--- config.mk ---
export PLATFORM = sky130hd
export DESIGN_NAME = intermed_wire_exerciser
export DESIGN_NICKNAME = d
export VERILOG_FILES = /design/src/rtl/intermed_wire_exerciser.sv
export SDC_FILE = /design/constraint.sdc
export NUM_CORES = 1
export LEC_CHECK = 0
export BUFFER_PORTS_ARGS = -buffer_cell sky130_fd_sc_hd__buf_2
export CAP_MARGIN = 20
export CORE_MARGIN = 1.5
export CORE_UTILIZATION = 30
export CTS_CLUSTER_SIZE = 24
export DETAILED_ROUTE_END_ITERATION = 8
export GPL_TIMING_DRIVEN = 0
export PLACE_DENSITY_LB_ADDON = 0.1
export SYNTH_ARGS = -nofsm -noshare
export SYNTH_HDL_FRONTEND = slang
export SYNTH_SLANG_ARGS = --single-unit
--- constraint.sdc ---
create_clock -name clk -period 2.5 [get_ports clk]
set_input_delay 0.5 -clock clk [delete_from_list [all_inputs] [get_ports clk]]
set_output_delay 0.5 -clock clk [all_outputs]
set_load 0.02 [all_outputs]
--- src/rtl/intermed_wire_exerciser.sv ---
// intermed_wire_exerciser
//   Drives all eight {in_3,in_2,in_1} combinations into an intermed_wire
//   gate block. After a settle window it samples the block's two outputs
//   and compares them with a golden model:
//     out_1 = in_1 & in_2 & in_3
//     out_2 = (in_1 & in_2) | in_3
//   It reports a saturating error count, the first failing vector and a
//   pass flag.
//
// Ports
//   clk, rst_n        clock (rising edge) and asynchronous active-low reset
//   start             run request; only looked at while idle
//   busy              high from the cycle after start is accepted through DONE
//   done              one-cycle pulse in the final (DONE) cycle of a run
//   drv_in_1..3       registered drive to the block, bit 0..2 of the vector
//   obs_out_1/2       block outputs being checked
//   err_count         mismatching samples, saturating at 2^ERR_W-1
//   first_err_vec     vector of the first mismatch of the run
//   first_err_valid   first_err_vec holds a captured vector
//   pass              last completed run saw zero mismatches
module intermed_wire_exerciser #(
    parameter int NUM_PASSES    = 1,   // 1..255 full sweeps per run
    parameter int SETTLE_CYCLES = 1,   // 0..15 wait cycles before sampling
    parameter int ERR_W         = 8    // error counter width, >= 1
) (
    input  logic             clk,
    input  logic             rst_n,
    input  logic             start,
    output logic             busy,
    output logic             done,
    output logic             drv_in_1,
    output logic             drv_in_2,
    output logic             drv_in_3,
    input  logic             obs_out_1,
    input  logic             obs_out_2,
    output logic [ERR_W-1:0] err_count,
    output logic [2:0]       first_err_vec,
    output logic             first_err_valid,
    output logic             pass
);

    typedef enum logic [2:0] {
        S_IDLE,
        S_DRIVE,
        S_SETTLE,
        S_SAMPLE,
        S_DONE
    } state_t;

    // Last value the settle counter reaches before moving on to SAMPLE.
    // The counter is unused when SETTLE_CYCLES is 0.
    localparam logic [3:0]       SETTLE_LAST = (SETTLE_CYCLES > 0) ? 4'(SETTLE_CYCLES - 1) : 4'd0;
    localparam logic [7:0]       PASS_LAST   = 8'(NUM_PASSES - 1);
    localparam logic [ERR_W-1:0] ERR_MAX     = '1;

    state_t           state_q, state_d;
    logic [2:0]       vec_q, vec_d;
    logic [7:0]       pass_cnt_q, pass_cnt_d;
    logic [3:0]       settle_cnt_q, settle_cnt_d;
    logic [2:0]       drv_q, drv_d;
    logic [ERR_W-1:0] err_cnt_q, err_cnt_d;
    logic [2:0]       fev_q, fev_d;
    logic             fev_vld_q, fev_vld_d;
    logic             pass_q, pass_d;
    logic             busy_q, busy_d;
    logic             done_q, done_d;

    logic gold_1, gold_2, sample_bad;

    // The golden model is taken from the vector counter, not from the drive
    // register. Both hold the same value during SAMPLE, but the counter is
    // the authoritative copy.
    always_comb begin
        gold_1     = &vec_q;
        gold_2     = (vec_q[0] & vec_q[1]) | vec_q[2];
        sample_bad = (obs_out_1 != gold_1) || (obs_out_2 != gold_2);
    end

    always_comb begin
        state_d      = state_q;
        vec_d        = vec_q;
        pass_cnt_d   = pass_cnt_q;
        settle_cnt_d = settle_cnt_q;
        drv_d        = drv_q;
        err_cnt_d    = err_cnt_q;
        fev_d        = fev_q;
        fev_vld_d    = fev_vld_q;
        pass_d       = pass_q;

        case (state_q)
            S_IDLE: begin
                if (start) begin
                    state_d      = S_DRIVE;
                    vec_d        = 3'd0;
                    pass_cnt_d   = 8'd0;
                    settle_cnt_d = 4'd0;
                    err_cnt_d    = '0;
                    fev_d        = 3'd0;
                    fev_vld_d    = 1'b0;
                    pass_d       = 1'b0;
                end
            end
            S_DRIVE: begin
                drv_d        = vec_q;
                settle_cnt_d = 4'd0;
                state_d      = (SETTLE_CYCLES > 0) ? S_SETTLE : S_SAMPLE;
            end
            S_SETTLE: begin
                if (settle_cnt_q == SETTLE_LAST) begin
                    state_d = S_SAMPLE;
                end else begin
                    settle_cnt_d = settle_cnt_q + 4'd1;
                end
            end
            S_SAMPLE: begin
                if (sample_bad) begin
                    if (err_cnt_q != ERR_MAX) begin
                        err_cnt_d = err_cnt_q + 1'b1;
                    end
                    if (!fev_vld_q) begin
                        fev_d     = vec_q;
                        fev_vld_d = 1'b1;
                    end
                end
                if (vec_q != 3'd7) begin
                    vec_d   = vec_q + 3'd1;
                    state_d = S_DRIVE;
                end else if (pass_cnt_q != PASS_LAST) begin
                    vec_d      = 3'd0;
                    pass_cnt_d = pass_cnt_q + 8'd1;
                    state_d    = S_DRIVE;
                end else begin
                    state_d = S_DONE;
                end
            end
            S_DONE: begin
                // err_cnt_q already includes the final sample here.
                drv_d   = 3'd0;
                pass_d  = (err_cnt_q == '0);
                state_d = S_IDLE;
            end
            default: state_d = S_IDLE;
        endcase

        // busy and done are registered copies of the next state, so they
        // line up exactly with the state they describe.
        busy_d = (state_d != S_IDLE);
        done_d = (state_d == S_DONE);
    end

    always_ff @(posedge clk or negedge rst_n) begin
        if (!rst_n) begin
            state_q      <= S_IDLE;
            vec_q        <= 3'd0;
            pass_cnt_q   <= 8'd0;
            settle_cnt_q <= 4'd0;
            drv_q        <= 3'd0;
            err_cnt_q    <= '0;
            fev_q        <= 3'd0;
            fev_vld_q    <= 1'b0;
            pass_q       <= 1'b0;
            busy_q       <= 1'b0;
            done_q       <= 1'b0;
        end else begin
            state_q      <= state_d;
            vec_q        <= vec_d;
            pass_cnt_q   <= pass_cnt_d;
            settle_cnt_q <= settle_cnt_d;
            drv_q        <= drv_d;
            err_cnt_q    <= err_cnt_d;
            fev_q        <= fev_d;
            fev_vld_q    <= fev_vld_d;
            pass_q       <= pass_d;
            busy_q       <= busy_d;
            done_q       <= done_d;
        end
    end

    assign busy            = busy_q;
    assign done            = done_q;
    assign drv_in_1        = drv_q[0];
    assign drv_in_2        = drv_q[1];
    assign drv_in_3        = drv_q[2];
    assign err_count       = err_cnt_q;
    assign first_err_vec   = fev_q;
    assign first_err_valid = fev_vld_q;
    assign pass            = pass_q;

endmodule

== Word level (Yosys, flattened, before mapping) ==
Cells that the tools add are included.

* Add/sub/neg operators: 4
* Multiply operators: 0
* Divide/modulo/power cells: 0
* $lt $le $gt $ge: 0
* Equal/unequal tests: 17
* Shift operators: 0
* Muxes and demuxes: 27
* Bitwise operators: 2
* Reduce and logical (&&, ||, !) cells: 18

{| class="wikitable"
|+ Operators with widths
! kind !! number
|-
| 2-to-1 mux 8 bit || 5
|-
| case mux 8 bit (2 select lines) || 2
|-
| 2-to-1 mux 3 bit || 9
|-
| case mux 3 bit (2 select lines) || 3
|-
| adder 8 x 1 -> 8 bit (second input constant) || 2
|-
| inequality test 2 bit (second input constant) || 7
|-
| case mux 3 bit (4 select lines) || 1
|-
| case mux 4 bit (3 select lines) || 1
|-
| AND reduction 3 bit || 4
|-
| AND reduction 4 bit || 3
|-
| zero test 8 bit || 1
|-
| 2-to-1 mux 4 bit || 2
|-
| inequality test 8 bit (second input constant) || 1
|-
| nonzero test 8 bit || 1
|-
| equality test 3 x 2 -> 1 bit (second input constant) || 2
|-
| equality test 3 bit (second input constant) || 2
|-
| inequality test 3 bit (second input constant) || 2
|-
| nonzero test 2 bit || 3
|-
| nonzero test 3 bit || 2
|-
| adder 4 x 1 -> 4 bit (second input constant) || 1
|-
| zero test 4 bit || 1
|-
| case mux 1 bit (2 select lines) || 2
|-
| adder 3 x 1 -> 3 bit (second input constant) || 1
|-
| equality test 3 x 1 -> 1 bit (second input constant) || 1
|-
| 7 further kinds || 9
|}

* Register bits: 36
* Latch bits: 0
* RAM bits: 0
* Memory bits (read-only): 0
* Bits of input ports: 5
* Output and inout bits: 18
* Word-level logic and storage cells: 79
* Memories: 0

== Logic depth before layout (Yosys ltp) ==
Gate-level depths: netlist (run 1).

* Depth in word-level cells: 6
* Gate-level depth with buffers: 7
* Depth with buffers taken out: 7

== Least setup slack after synthesis (run 1) ==
OpenSTA, ideal clock, no wires.

* Kind: register to register
* Start: reg vec_q[0]
* End: reg err_cnt_q[3] (netlist: err_count[3])
* Setup time: 0.126 ns
* Arrival time: 1.782 ns
* Data required time: 2.374 ns
* Path slack: 0.592 ns
* Stages on the path, launching flop included: 7
* Buffers on the path: 0
* Clock period less this slack: 1.908 ns
* Path through: dfrtp_1 ha_1 ha_1 xnor2_1 a21o_1 nor2_2 a221o_1

* Cells in the longest elaborated chain, start to end: 6
* Elaborated cells between the ends (all ways): 8
* Those cells by class: 3 x eq/ne; 2 x bitwise; 3 x reduce/logical

{| class="wikitable"
|+ Ends and longest elaborated chain
! item !! line !! text
|-
| start: declaration || 57 || <nowiki>logic [2:0] vec_q, vec_d;</nowiki>
|-
| start signal: assignment || 166 || <nowiki>vec_q <= vec_d;</nowiki>
|-
| AND 1 bit || 75 || <nowiki>gold_2 = (vec_q[0] & vec_q[1]) | vec_q[2];</nowiki>
|-
| bitwise OR 1 bit || 75 ||
|-
| inequality test 1 bit || 76 || <nowiki>sample_bad = (obs_out_1 != gold_1) || (obs_out_2 != gold_2);</nowiki>
|-
| logical OR 1 bit (*) || 76 ||
|-
| inequality test 2 bit (no source line) (*) || n/a ||
|-
| AND reduction 4 bit (no source line) (*) || n/a ||
|-
| end signal: assignment || 170 || <nowiki>err_cnt_q <= err_cnt_d;</nowiki>
|-
| end: declaration || 61 || <nowiki>logic [ERR_W-1:0] err_cnt_q, err_cnt_d;</nowiki>
|}

Mark *: on every way between the ends. The rest lies on a longest branch, timed or not.
A chain may end at the register's enable or synchronous reset.

== Worst setup path in the final report (run 1) ==
Ends and elaborated chain as after synthesis.

==> reports/metrics.cfg, run 1 <==
[status]
run_status=completed

[critical_path]
timing.critical_path.to_type=flop
path_class=reg -> reg
crit_path_start=vec_q[0]
crit_path_max_fanout=7
max_stage_delay_ps=450
most_numerous_cell_on_the_critical_path=sky130_fd_sc_hd__ha_1
slowest_cell_on_crit_path=sky130_fd_sc_hd__dfrtp_1
critPathLaunchType=flop
critical_path.cell_chain=ha_1, ha_1, xnor2_1, a21o_1, nor2_2, a221o_1
worst-endpoint-arrival_ps=2370
r2r_startpoint=vec_q[0]
required_ps=2670

[drt]
drt_iter0_markers=68
totalWireLength_um=4330
drcViolationCount=0
drt_first_pass_iters=4
vias_per_cell=4.95
post_drt_wl_per_cell_um=14.2
drt.antenna.violating_nets=0
vias=1510

[synthesis]
netlist_area_um2=1980
synth-seq-area-share_pct=45.6
synth_async_sr_flop_share_pct=100
synth_flop_cell=sky130_fd_sc_hd__dfrtp_1
synthCells=198
yosys.cell_types.count=47
synth.yosys.warnings=0
post_synth_edffs=0
post_synth.cell_area_avg_um2=9.98
syn-num-nets=212
register_bit_total_from_synthesis=36

[placed_design]
dp_cells=297
place_congestion=0.707
placed_cell_area_um2=2180
detailed_place_hpwl_um=2990
dp_worst_setup_slack_ps=336
io_buffer_count=22

[clock_network]
clkSlewWorstSetupHoldPaths_ps=80
cts_num_sinks=36
tritoncts.num_buffers=5
clk_root_buffer_cell=sky130_fd_sc_hd__clkbuf_8
cts_resized=0
clock_insertion_delay_worst_skew_ps=290
cts.path.max_buffers=2
tritoncts=built
cts_max_level=2
post-cts-setup-buffers=0
cts_hold_buffers=0

[global_routing]
antenna_found_initial=0
vias_in_the_first_global_route=1407
globalRouteTotalUtil_pct=12.9
grt_max_degree=37
grt_first_pass_wirelength_um=7270
global_route.overflow_total=0

[floorplanning]
initial_core_util_pct=31.1
die_area_um2=7090
cell_row_count=29
die_width_um=84.2
pin_count=23
dieHeight_um=84.2
core_outline_area_um2=6350

[run]
cap_viol_max_count=0

[cells_and_area]
multi_input_area_um2=1020
finalInstanceArea_um2=2290
final_nets=241
n_fill_cell=651
drive_gt1_share_pct=20.6
final-seq-area_um2=901
antennaDiodeCount=0
syn2layout_area_growth_pct=15.9
layout.core_utilization_pct=36.1
final_cell_count_no_fill=305

[timing]
hold_viol=0
slew_viol_final=0
report.final.setup_viol=0
max_freq_ghz=0.455
final_critical_path_setup_slack_ps=303
finClkSkew_ps=7.32
rsz_0062_raised_after_global_routing=no
tightestPinTransition_ps=838
finalCriticalPeriod_ps=2200
finalSetupTns_ps=0
period_utilization_post_route_pct=87.9
timing.slew.headroom_pct=44.1

[power_and_ir_drop]
p_leak_nw=1.04
vdd_drop_max_v=0.000476
power-per-cell-area_nw_per_um2=1210

[hold_path]
worstHoldPathType=in -> async

-- critical path: cells and delay by family, from the launching register on --
family                     cells  cell delay (ps)
AOI/OAI and AO/OA              2              650
adders and majority gates      2              520
DFF                            1              450
xor gates and xnor gates       1              330
and+or+nand+nor                1              130
-- worst paths after layout --
path	to	cells after the start	slack (ps)
min in group clk	pass	1	500
worst max register to register	err_count[3]	6	300
worst min-delay path	drv_q[1]	1	310
worst min register to register	pass	1	500
max in group asynchronous	pass_cnt_q[5]	1	1650
worst max-delay path	err_count[3]	6	300
-- registers in the layout (all words and copies together), names as in the netlist --
name	cells
err_count	8
pass_cnt_q	8
settle_cnt_q	4
drv_q	3
first_err_vec	3
state_q	3
vec_q	3
busy	1
done	1
first_err_valid	1
pass	1
-- power by group --
group	switching (mW)	internal, mW
Sequential	0.248	0.793
Combinational	0.749	0.476
Clock	0.220	0.296
-- cell usage after synthesis, drive strengths merged (3+ instances only) --
cell type	instances	area share, %
buf	3	0.89
nor3b	4	1.8
a211oi	4	1.8
ha	9	5.7
a21o	4	1.5
nand2	23	4.4
a21oi	10	3.1
dfrtp	36	46
nor3	12	3.0
nor2	16	3.2
nor2b	4	1.3
o21ai	11	2.8
o31ai	3	1.1
inv	10	1.9
xnor2	8	3.5
nand3	7	1.8
-- per-stage QoR --
stage                     hold WS, ps  total power, mW
after global placement            489             2.29
after floorplan                   204             1.93
after CTS                         344             2.82
after detailed placement          491             2.29
final                             309             2.78
after global routing              383             3.01
-- logic make-up after synthesis --
logic type,count (synthesis),share of synthesized area (%)
AND/OR/NAND/NOR,82,23.1
AO/OA/AOI/OAI,44,16.5
flip-flops,36,45.6
buffers and inverters,14,2.97
XOR/XNOR,9,3.99
adder cells (fa/ha/maj),9,5.70
multiplexers,4,2.15
-- cell usage in the layout (no fill, tap or decap), types with 2 or more instances in the layout --
master                     instances
sky130_fd_sc_hd__dfrtp_1          36
sky130_fd_sc_hd__buf_2            24
sky130_fd_sc_hd__nand2_1          23
sky130_fd_sc_hd__nor2_1           15
sky130_fd_sc_hd__nor3_1           12
sky130_fd_sc_hd__o21ai_0          11
sky130_fd_sc_hd__inv_1            10
sky130_fd_sc_hd__ha_1              9
sky130_fd_sc_hd__xnor2_1           8
sky130_fd_sc_hd__a21oi_1           7
sky130_fd_sc_hd__nand3_1           7
sky130_fd_sc_hd__clkbuf_8          5
sky130_fd_sc_hd__nor2b_1           4
sky130_fd_sc_hd__a21o_1            4
sky130_fd_sc_hd__nor3b_1           3
sky130_fd_sc_hd__a211oi_1          3
sky130_fd_sc_hd__a21oi_2           3
sky130_fd_sc_hd__o31ai_1           3
sky130_fd_sc_hd__clkbuf_1          2
sky130_fd_sc_hd__nand3b_1          2
sky130_fd_sc_hd__a31oi_1           2
sky130_fd_sc_hd__a31o_2            2
sky130_fd_sc_hd__nand4_1           2
sky130_fd_sc_hd__mux2i_1           2
sky130_fd_sc_hd__and2_1            2
sky130_fd_sc_hd__a221o_1           2
sky130_fd_sc_hd__a211o_1           2
-- final cells by class --
cell class                 count  share of cell area, %
inverter                      10                   1.64
multi-input combinational    148                   44.4
buffer                         4                  0.928
tap                           77                   4.21
clock inverter                 2                   1.53
sequential                    36                   39.3
clock buffer                   6                   3.17
timing repair buffer          22                   4.81
-- per-layer routing --
layer	track usage (%)	part of all wire, %	vias to the layer above
li1	-	-	767
met1	18.6	51	722
met2	19.3	45	17
met3	3.05	2.7	4
met4	4.02	0.92	0
met5	0	0	-
(Power assumes the default switching activity.)
==> run 2, diff against run 1 <==
--- a/config.mk
+++ b/config.mk
@@ -11,8 +11,10 @@
 export CORE_UTILIZATION = 30
 export CTS_CLUSTER_SIZE = 24
 export DETAILED_ROUTE_END_ITERATION = 8
+export GPL_ROUTABILITY_DRIVEN = 0
 export GPL_TIMING_DRIVEN = 0
 export PLACE_DENSITY_LB_ADDON = 0.1
+export SETUP_SLACK_MARGIN = 0.5
 export SYNTH_ARGS = -nofsm -noshare
 export SYNTH_HDL_FRONTEND = slang
 export SYNTH_SLANG_ARGS = --single-unit
==> reports/metrics.cfg, run 2 (same netlist as run 1, synthesis figures left out) <==
[critical_path]
worst-endpoint-arrival_ps=2080  ; was 2370 ps
crit_path_max_fanout=6  ; was 7
slowest_cell_on_crit_path=sky130_fd_sc_hd__dfrtp_1  ; unchanged
path_class=reg -> reg  ; unchanged
timing.critical_path.to_type=flop  ; unchanged
max_stage_delay_ps=410  ; was 450 ps
required_ps=2680  ; was 2670 ps
critical_path.cell_chain=ha_2, inv_1, ha_4, xor2_4, a21oi_4, a21oi_2, a221o_1  ; was ha_1, ha_1, xnor2_1, a21o_1, nor2_2, a221o_1
critPathLaunchType=flop  ; unchanged

[drt]
vias_per_cell=4.98  ; was 4.95
drt.antenna.violating_nets=0  ; unchanged
drcViolationCount=0  ; unchanged
drt_iter0_markers=74  ; was 68
drt_first_pass_iters=4  ; unchanged
totalWireLength_um=4480  ; was 4330 µm
post_drt_wl_per_cell_um=14.3  ; was 14.2 µm
vias=1553  ; was 1510

[floorplanning]
cell_row_count=29  ; unchanged
core_outline_area_um2=6350  ; unchanged
die_area_um2=7090  ; unchanged
dieHeight_um=84.2  ; unchanged
initial_core_util_pct=31.1  ; unchanged
die_width_um=84.2  ; unchanged
pin_count=23  ; unchanged

[power_and_ir_drop]
vdd_drop_max_v=0.000489  ; was 0.000476 V
power-per-cell-area_nw_per_um2=1220  ; was 1210 nW/µm²
power_mw=2.96  ; was 2.78 mW
p_leak_nw=1.09  ; was 1.04 nW

[clock_network]
clkSlewWorstSetupHoldPaths_ps=80  ; about the same
cts_max_level=2  ; unchanged
cts.path.max_buffers=2  ; unchanged
cts_num_sinks=36  ; unchanged
clk_root_buffer_cell=sky130_fd_sc_hd__clkbuf_8  ; unchanged
clock_insertion_delay_worst_skew_ps=290  ; about the same
cts_hold_buffers=0  ; unchanged
tritoncts=built  ; unchanged
tritoncts.num_buffers=5  ; unchanged

[global_routing]
grt_first_pass_wirelength_um=7410  ; was 7270 µm
globalRouteTotalUtil_pct=13.2  ; was 12.9%
antenna_found_initial=0  ; unchanged
grt_max_degree=37  ; unchanged
grt_most_used_layer=met2  ; unchanged
grt_util_met2_pct=19.9  ; was 19.3%
grt.met3_usage_pct=3.05  ; unchanged
met1_capacity_usage_during_global_routing_pct=18.8  ; was 18.6%
vias_in_the_first_global_route=1450  ; was 1407
global_route.overflow_total=0  ; unchanged

[timing]
finClkSkew_ps=7.01  ; was 7.32 ps
tightestPinTransition_ps=837  ; was 838 ps
report.final.setup_viol=0  ; unchanged
timing.slew.headroom_pct=44.2  ; was 44.1%
finalCriticalPeriod_ps=1900  ; was 2200 ps
rsz_0062_raised_after_global_routing=yes  ; was no
finalSetupTns_ps=0  ; unchanged
slew_viol_final=0  ; unchanged
period_utilization_post_route_pct=76.2  ; was 87.9%
max_freq_ghz=0.525  ; was 0.455 GHz
hold_viol=0  ; unchanged

[cells_and_area]
antennaDiodeCount=0  ; unchanged
final_cell_count_no_fill=312  ; was 305
multi_input_area_um2=1110  ; was 1020 µm²
commonest_cells_after_routing_fill_and_taps_aside=sky130_fd_sc_hd__dfrtp_1, sky130_fd_sc_hd__buf_2, sky130_fd_sc_hd__nand2_1  ; unchanged
final_nets=248  ; was 241
final-seq-area_um2=902  ; was 901 µm²
n_fill_cell=640  ; was 651
layout_commonest_cell=sky130_fd_sc_hd__dfrtp_1  ; unchanged
finalInstanceArea_um2=2430  ; was 2290 µm²
syn2layout_area_growth_pct=23.2  ; was 15.9%
layout.core_utilization_pct=38.3  ; was 36.1%
drive_gt1_share_pct=26.4  ; was 20.6%

[placed_design]
placed_cell_area_um2=2180  ; unchanged
dp_cells=297  ; unchanged
io_buffer_count=22  ; unchanged
detailed_place_hpwl_um=2990  ; unchanged

[hold_path]
worstHoldPathType=in -> async  ; unchanged

[run]
cap_viol_max_count=0  ; unchanged

[status]
run_status=completed  ; unchanged

==> run 2: final timing paths <==
path | startpoint | to | slack [ps] | cells after the start
worst max register to register | vec_q[1] | err_count[3] | 600 | 7
worst min-delay path | rst_n | drv_q[1] | 300 | 1
worst min register to register | pass | pass | 500 | 1
worst max-delay path | vec_q[1] | err_count[3] | 600 | 7
max in group asynchronous | rst_n | vec_q[0] | 1620 | 1
min in group clk | pass | pass | 500 | 1
==> run 2: repair_timing <==
| action | 4_1_cts | 5_1_grt |
|---|---|---|
| gates resized for setup | 5 | 9 |
| setup buffers | 4 | 3 |
| hold endpoints to repair | 0 | 0 |
| setup endpoints to repair | 12 | 9 |
| pin swaps | 2 | 3 |
==> run 2: per-stage QoR <==
stage,setup WS (ps),hold WS (ps)
floorplan,592,204
global placement,317,489
detailed placement,336,491
CTS,515,344
global route,449,383
finish,596,305
==> run 2: cell type report <==
| type | count | share of cell area [%] |
|---|---|---|
| buffer | 4 | 0.874 |
| clock buffer | 6 | 2.98 |
| clock inverter | 2 | 1.44 |
| inverter | 10 | 1.54 |
| multi-input combinational | 148 | 45.5 |
| sequential | 36 | 37.1 |
| tap | 77 | 3.96 |
| timing repair buffer | 29 | 6.68 |
==> run 2: power breakdown <==
group | switching, mW | leakage (nW) | internal [mW] | total, mW
Sequential | 0.262 | 0.470 | 0.794 | 1.06
Clock | 0.224 | 0.0552 | 0.296 | 0.521
Combinational | 0.796 | 0.562 | 0.587 | 1.38
Total | 1.28 | 1.09 | 1.68 | 2.96
==> run 2: worst max-delay path, delay by kind of cell, from the launching register on <==
kind,cells,cell delay [ps]
buffers and inverters,1,70
XOR/XNOR,1,190
flip-flops,1,410
AO/OA/AOI/OAI,3,710
adder cells (fa/ha/maj),2,410
==> run 2: per-layer routing <==
layer,up-vias,part of all wire [%]
met4,0,1.3
li1,778,-
met3,7,3.0
met1,744,51
met5,-,0
met2,24,45
==> run 3, diff against run 2 <==
--- a/config.mk
+++ b/config.mk
@@ -5,6 +5,7 @@
 export SDC_FILE = /design/constraint.sdc
 export NUM_CORES = 1
 export LEC_CHECK = 0
+export ABC_AREA = 1
 export BUFFER_PORTS_ARGS = -buffer_cell sky130_fd_sc_hd__buf_2
 export CAP_MARGIN = 20
 export CORE_MARGIN = 1.5
==> constraint.sdc (replaced) <==
create_clock -name clk -period 1.69 [get_ports clk]
set_input_delay 0.338 -clock clk [delete_from_list [all_inputs] [get_ports clk]]
set_output_delay 0.338 -clock clk [all_outputs]
set_load 0.02 [all_outputs]
==> reports/metrics.cfg, run 3 <==
[global_routing]
antenna_found_initial=0  ; unchanged
global_route.overflow_total=0  ; unchanged
vias_in_the_first_global_route=1830  ; was 1450
grt_max_degree=37  ; unchanged
globalRouteTotalUtil_pct=15.4  ; was 13.2%
grt_first_pass_wirelength_um=8860  ; was 7410 µm

[synthesis]
synth-seq-area-share_pct=43.0  ; was 45.6%
synth_area_in_compound_gates_pct=4.36  ; was 16.5%
most_repeated_cell_in_the_gate_level_netlist_after_synthesis=sky130_fd_sc_hd__nand2_1  ; was sky130_fd_sc_hd__dfrtp_1
register_bit_total_from_synthesis=36  ; unchanged
post_synth.cell_area_avg_um2=7.62  ; was 9.98 µm²
yosys.area_share.adder_pct=5.38  ; was 5.70%
syn-num-nets=289  ; was 212
synthTopCellsByCount=sky130_fd_sc_hd__nand2_1, sky130_fd_sc_hd__nand3_1, sky130_fd_sc_hd__dfrtp_1, sky130_fd_sc_hd__inv_1, sky130_fd_sc_hd__nor2_1  ; was sky130_fd_sc_hd__dfrtp_1, sky130_fd_sc_hd__nand2_1, sky130_fd_sc_hd__nor2_1
yosys.cell_types.count=27  ; was 47
post-synth-top-area-fraction_pct=43.0  ; was 45.6%
synth_top_family_by_area=simple AND/OR/NAND/NOR gates  ; unchanged
synth_flop_cell=sky130_fd_sc_hd__dfrtp_1  ; unchanged
yosys.area_share.xor_xnor_pct=3.35  ; was 3.99%
netlist_area_um2=2090  ; was 1980 µm²
muxShareOfSynthArea_pct=0  ; was 2.15%
netlist_top_cells_area=sky130_fd_sc_hd__dfrtp_1, sky130_fd_sc_hd__nand2_1, sky130_fd_sc_hd__nand3_1, sky130_fd_sc_hd__inv_1, sky130_fd_sc_hd__ha_1  ; was sky130_fd_sc_hd__dfrtp_1, sky130_fd_sc_hd__ha_1, sky130_fd_sc_hd__nand2_1, sky130_fd_sc_hd__xnor2_1, sky130_fd_sc_hd__nor3_1
synthCells=275  ; was 198
synth.yosys.warnings=0  ; unchanged
synth_async_sr_flop_share_pct=100  ; unchanged
post_synth_edffs=0  ; unchanged
synth_area_in_simple_gates_pct=35.5  ; was 23.1%
synth_top_cell_by_area=sky130_fd_sc_hd__dfrtp_1  ; unchanged

[placed_design]
dp_worst_setup_slack_ps=-4.45  ; was 336 ps
io_buffer_count=22  ; unchanged
detailed_place_hpwl_um=3330  ; was 2990 µm

[drt]
drt_iter0_markers=62  ; was 74
vias=1917  ; was 1553
drt.antenna.violating_nets=0  ; unchanged
drt_first_pass_iters=4  ; unchanged
totalWireLength_um=5240  ; was 4480 µm
drcViolationCount=0  ; unchanged
vias_per_cell=4.50  ; was 4.98
post_drt_wl_per_cell_um=12.3  ; was 14.3 µm

[floorplanning]
dieHeight_um=86.6  ; was 84.2 µm
cell_row_count=30  ; was 29
initial_core_util_pct=31.0  ; was 31.1%
core_outline_area_um2=6760  ; was 6350 µm²
die_area_um2=7490  ; was 7090 µm²
die_width_um=86.6  ; was 84.2 µm
pin_count=23  ; unchanged

[clock_network]
cts.path.max_buffers=2  ; unchanged
cts_num_sinks=36  ; unchanged
clk_root_buffer_cell=sky130_fd_sc_hd__clkbuf_8  ; unchanged
tritoncts=built  ; unchanged
tritoncts.num_buffers=5  ; unchanged
clock_insertion_delay_worst_skew_ps=300  ; was 290 ps
cts_max_level=2  ; unchanged
clkSlewWorstSetupHoldPaths_ps=80  ; about the same

[timing]
period_utilization_post_route_pct=91.8  ; was 76.2%
final_critical_path_setup_slack_ps=139  ; was 596 ps
report.final.setup_viol=0  ; unchanged
finalCriticalPeriod_ps=1550  ; was 1900 ps
finalSetupTns_ps=0  ; unchanged
timing.slew.headroom_pct=42.8  ; was 44.2%
tightestPinTransition_ps=858  ; was 837 ps
slew_viol_final=0  ; unchanged
rsz_0062_raised_after_global_routing=yes  ; unchanged
finClkSkew_ps=14.1  ; was 7.01 ps
max_freq_ghz=0.645  ; was 0.525 GHz
hold_viol=0  ; unchanged

[critical_path]
required_ps=1870  ; was 2680 ps
worst-endpoint-arrival_ps=1730  ; was 2080 ps
timing.critical_path.to_type=flop  ; unchanged
worstRegToRegCells=9  ; was 7
crit_path_max_fanout=5  ; was 6
path_class=reg -> reg  ; unchanged
critPathLaunchType=flop  ; unchanged

[power_and_ir_drop]
vdd_drop_max_v=0.000279  ; was 0.000489 V
p_leak_nw=1.55  ; was 1.09 nW
power-per-cell-area_nw_per_um2=751  ; was 1220 nW/µm²

[cells_and_area]
layout_commonest_cell=sky130_fd_sc_hd__nand2_1  ; was sky130_fd_sc_hd__dfrtp_1
final_nets=359  ; was 248
commonest_cells_after_routing_fill_and_taps_aside=sky130_fd_sc_hd__nand2_1, sky130_fd_sc_hd__buf_4, sky130_fd_sc_hd__nand3_1, sky130_fd_sc_hd__dfrtp_1, sky130_fd_sc_hd__inv_1  ; was sky130_fd_sc_hd__dfrtp_1, sky130_fd_sc_hd__buf_2, sky130_fd_sc_hd__nand2_1
syn2layout_area_growth_pct=48.6  ; was 23.2%
antennaDiodeCount=0  ; unchanged
drive_gt1_share_pct=39.3  ; was 26.4%

[hold_path]
worstHoldPathType=in -> async  ; unchanged

[status]
run_status=completed  ; unchanged

[run]
cap_viol_max_count=0  ; unchanged

-- run 3: repair_timing --
action                     4_1_cts  5_1_grt
hold buffers                     0        0
pin swaps                       24       18
setup endpoints to repair       44       51
cloned                           2        0
buffers inserted                27       12
resized for setup               45       46
-- run 3: cell type report --
class / count / area (µm²)
clock buffer: 6 / 72.6
inverter: 42 / 176
buffer: 3 / 31.3
clock inverter: 2 / 35.0
multi-input combinational: 195 / 1240
tap: 80 / 100
fill: 667 / 3640
timing repair buffer: 62 / 547
sequential: 36 / 907
-- run 3: power breakdown --
| group | switching, mW | internal [mW] | total [mW] |
|---|---|---|---|
| clock network | 0.335 | 0.438 | 0.773 |
| logic | 0.306 | 0.289 | 0.596 |
| registers | 0.0548 | 0.914 | 0.969 |
| total | 0.696 | 1.64 | 2.34 |
-- run 3: through the flow --
step / hold WS, ps / utilization [%] / total power [mW] / instances / instance area (µm²)
after floorplan: 42.4 / - / 1.24 / 275 / 2140
after global placement: 485 / 34.8 / 1.36 / 377 / 2350
after detailed placement: 490 / 34.8 / 1.36 / 377 / 2350
after CTS: 179 / 42.1 / 2.34 / 414 / 2850
after global routing: 226 / 46.1 / 2.46 / 426 / 3110
final: 144 / 46.1 / 2.34 / 426 / 3110
-- run 3: path summary, 6_finish.rpt --
path / from / to / slack, ps
max: vec_q[0] / err_count[1] / 140
min: rst_n / first_err_valid / 140
max reg2reg: vec_q[0] / err_count[1] / 140
min reg2reg: first_err_vec[2] / first_err_vec[2] / 550
max in group asynchronous: rst_n / state_q[0] / 950
min in group clk: obs_out_1 / first_err_valid / 510
-- run 3: logic make-up after synthesis --
kind of cell | after synthesis
compound gates | 15
xor+xnor | 8
fa+ha+maj | 9
buf+inv | 45
flops | 36
simple gates | 162
-- run 3: per-layer routing --
| metal | wire length [µm] | vias up | global-route usage, % |
|---|---|---|---|
| met3 | 162 | 7 | 2.95 |
| met1 | 2540 | 877 | 21.1 |
| met4 | 79 | 0 | 5.72 |
| met2 | 2460 | 23 | 24.1 |
| met5 | 0 | - | 0 |
| li1 | - | 1010 | - |
-- run 3: worst max-delay path: stages, from the launching register on --
cell,delay [ps]
sky130_fd_sc_hd__dfrtp_1,400
sky130_fd_sc_hd__ha_4,170
sky130_fd_sc_hd__inv_2,40
sky130_fd_sc_hd__ha_4,150
sky130_fd_sc_hd__xor2_2,140
sky130_fd_sc_hd__nand2_2,130
sky130_fd_sc_hd__nand3_4,130
sky130_fd_sc_hd__buf_4,160
sky130_fd_sc_hd__nand3_1,50
sky130_fd_sc_hd__nand2_1,50
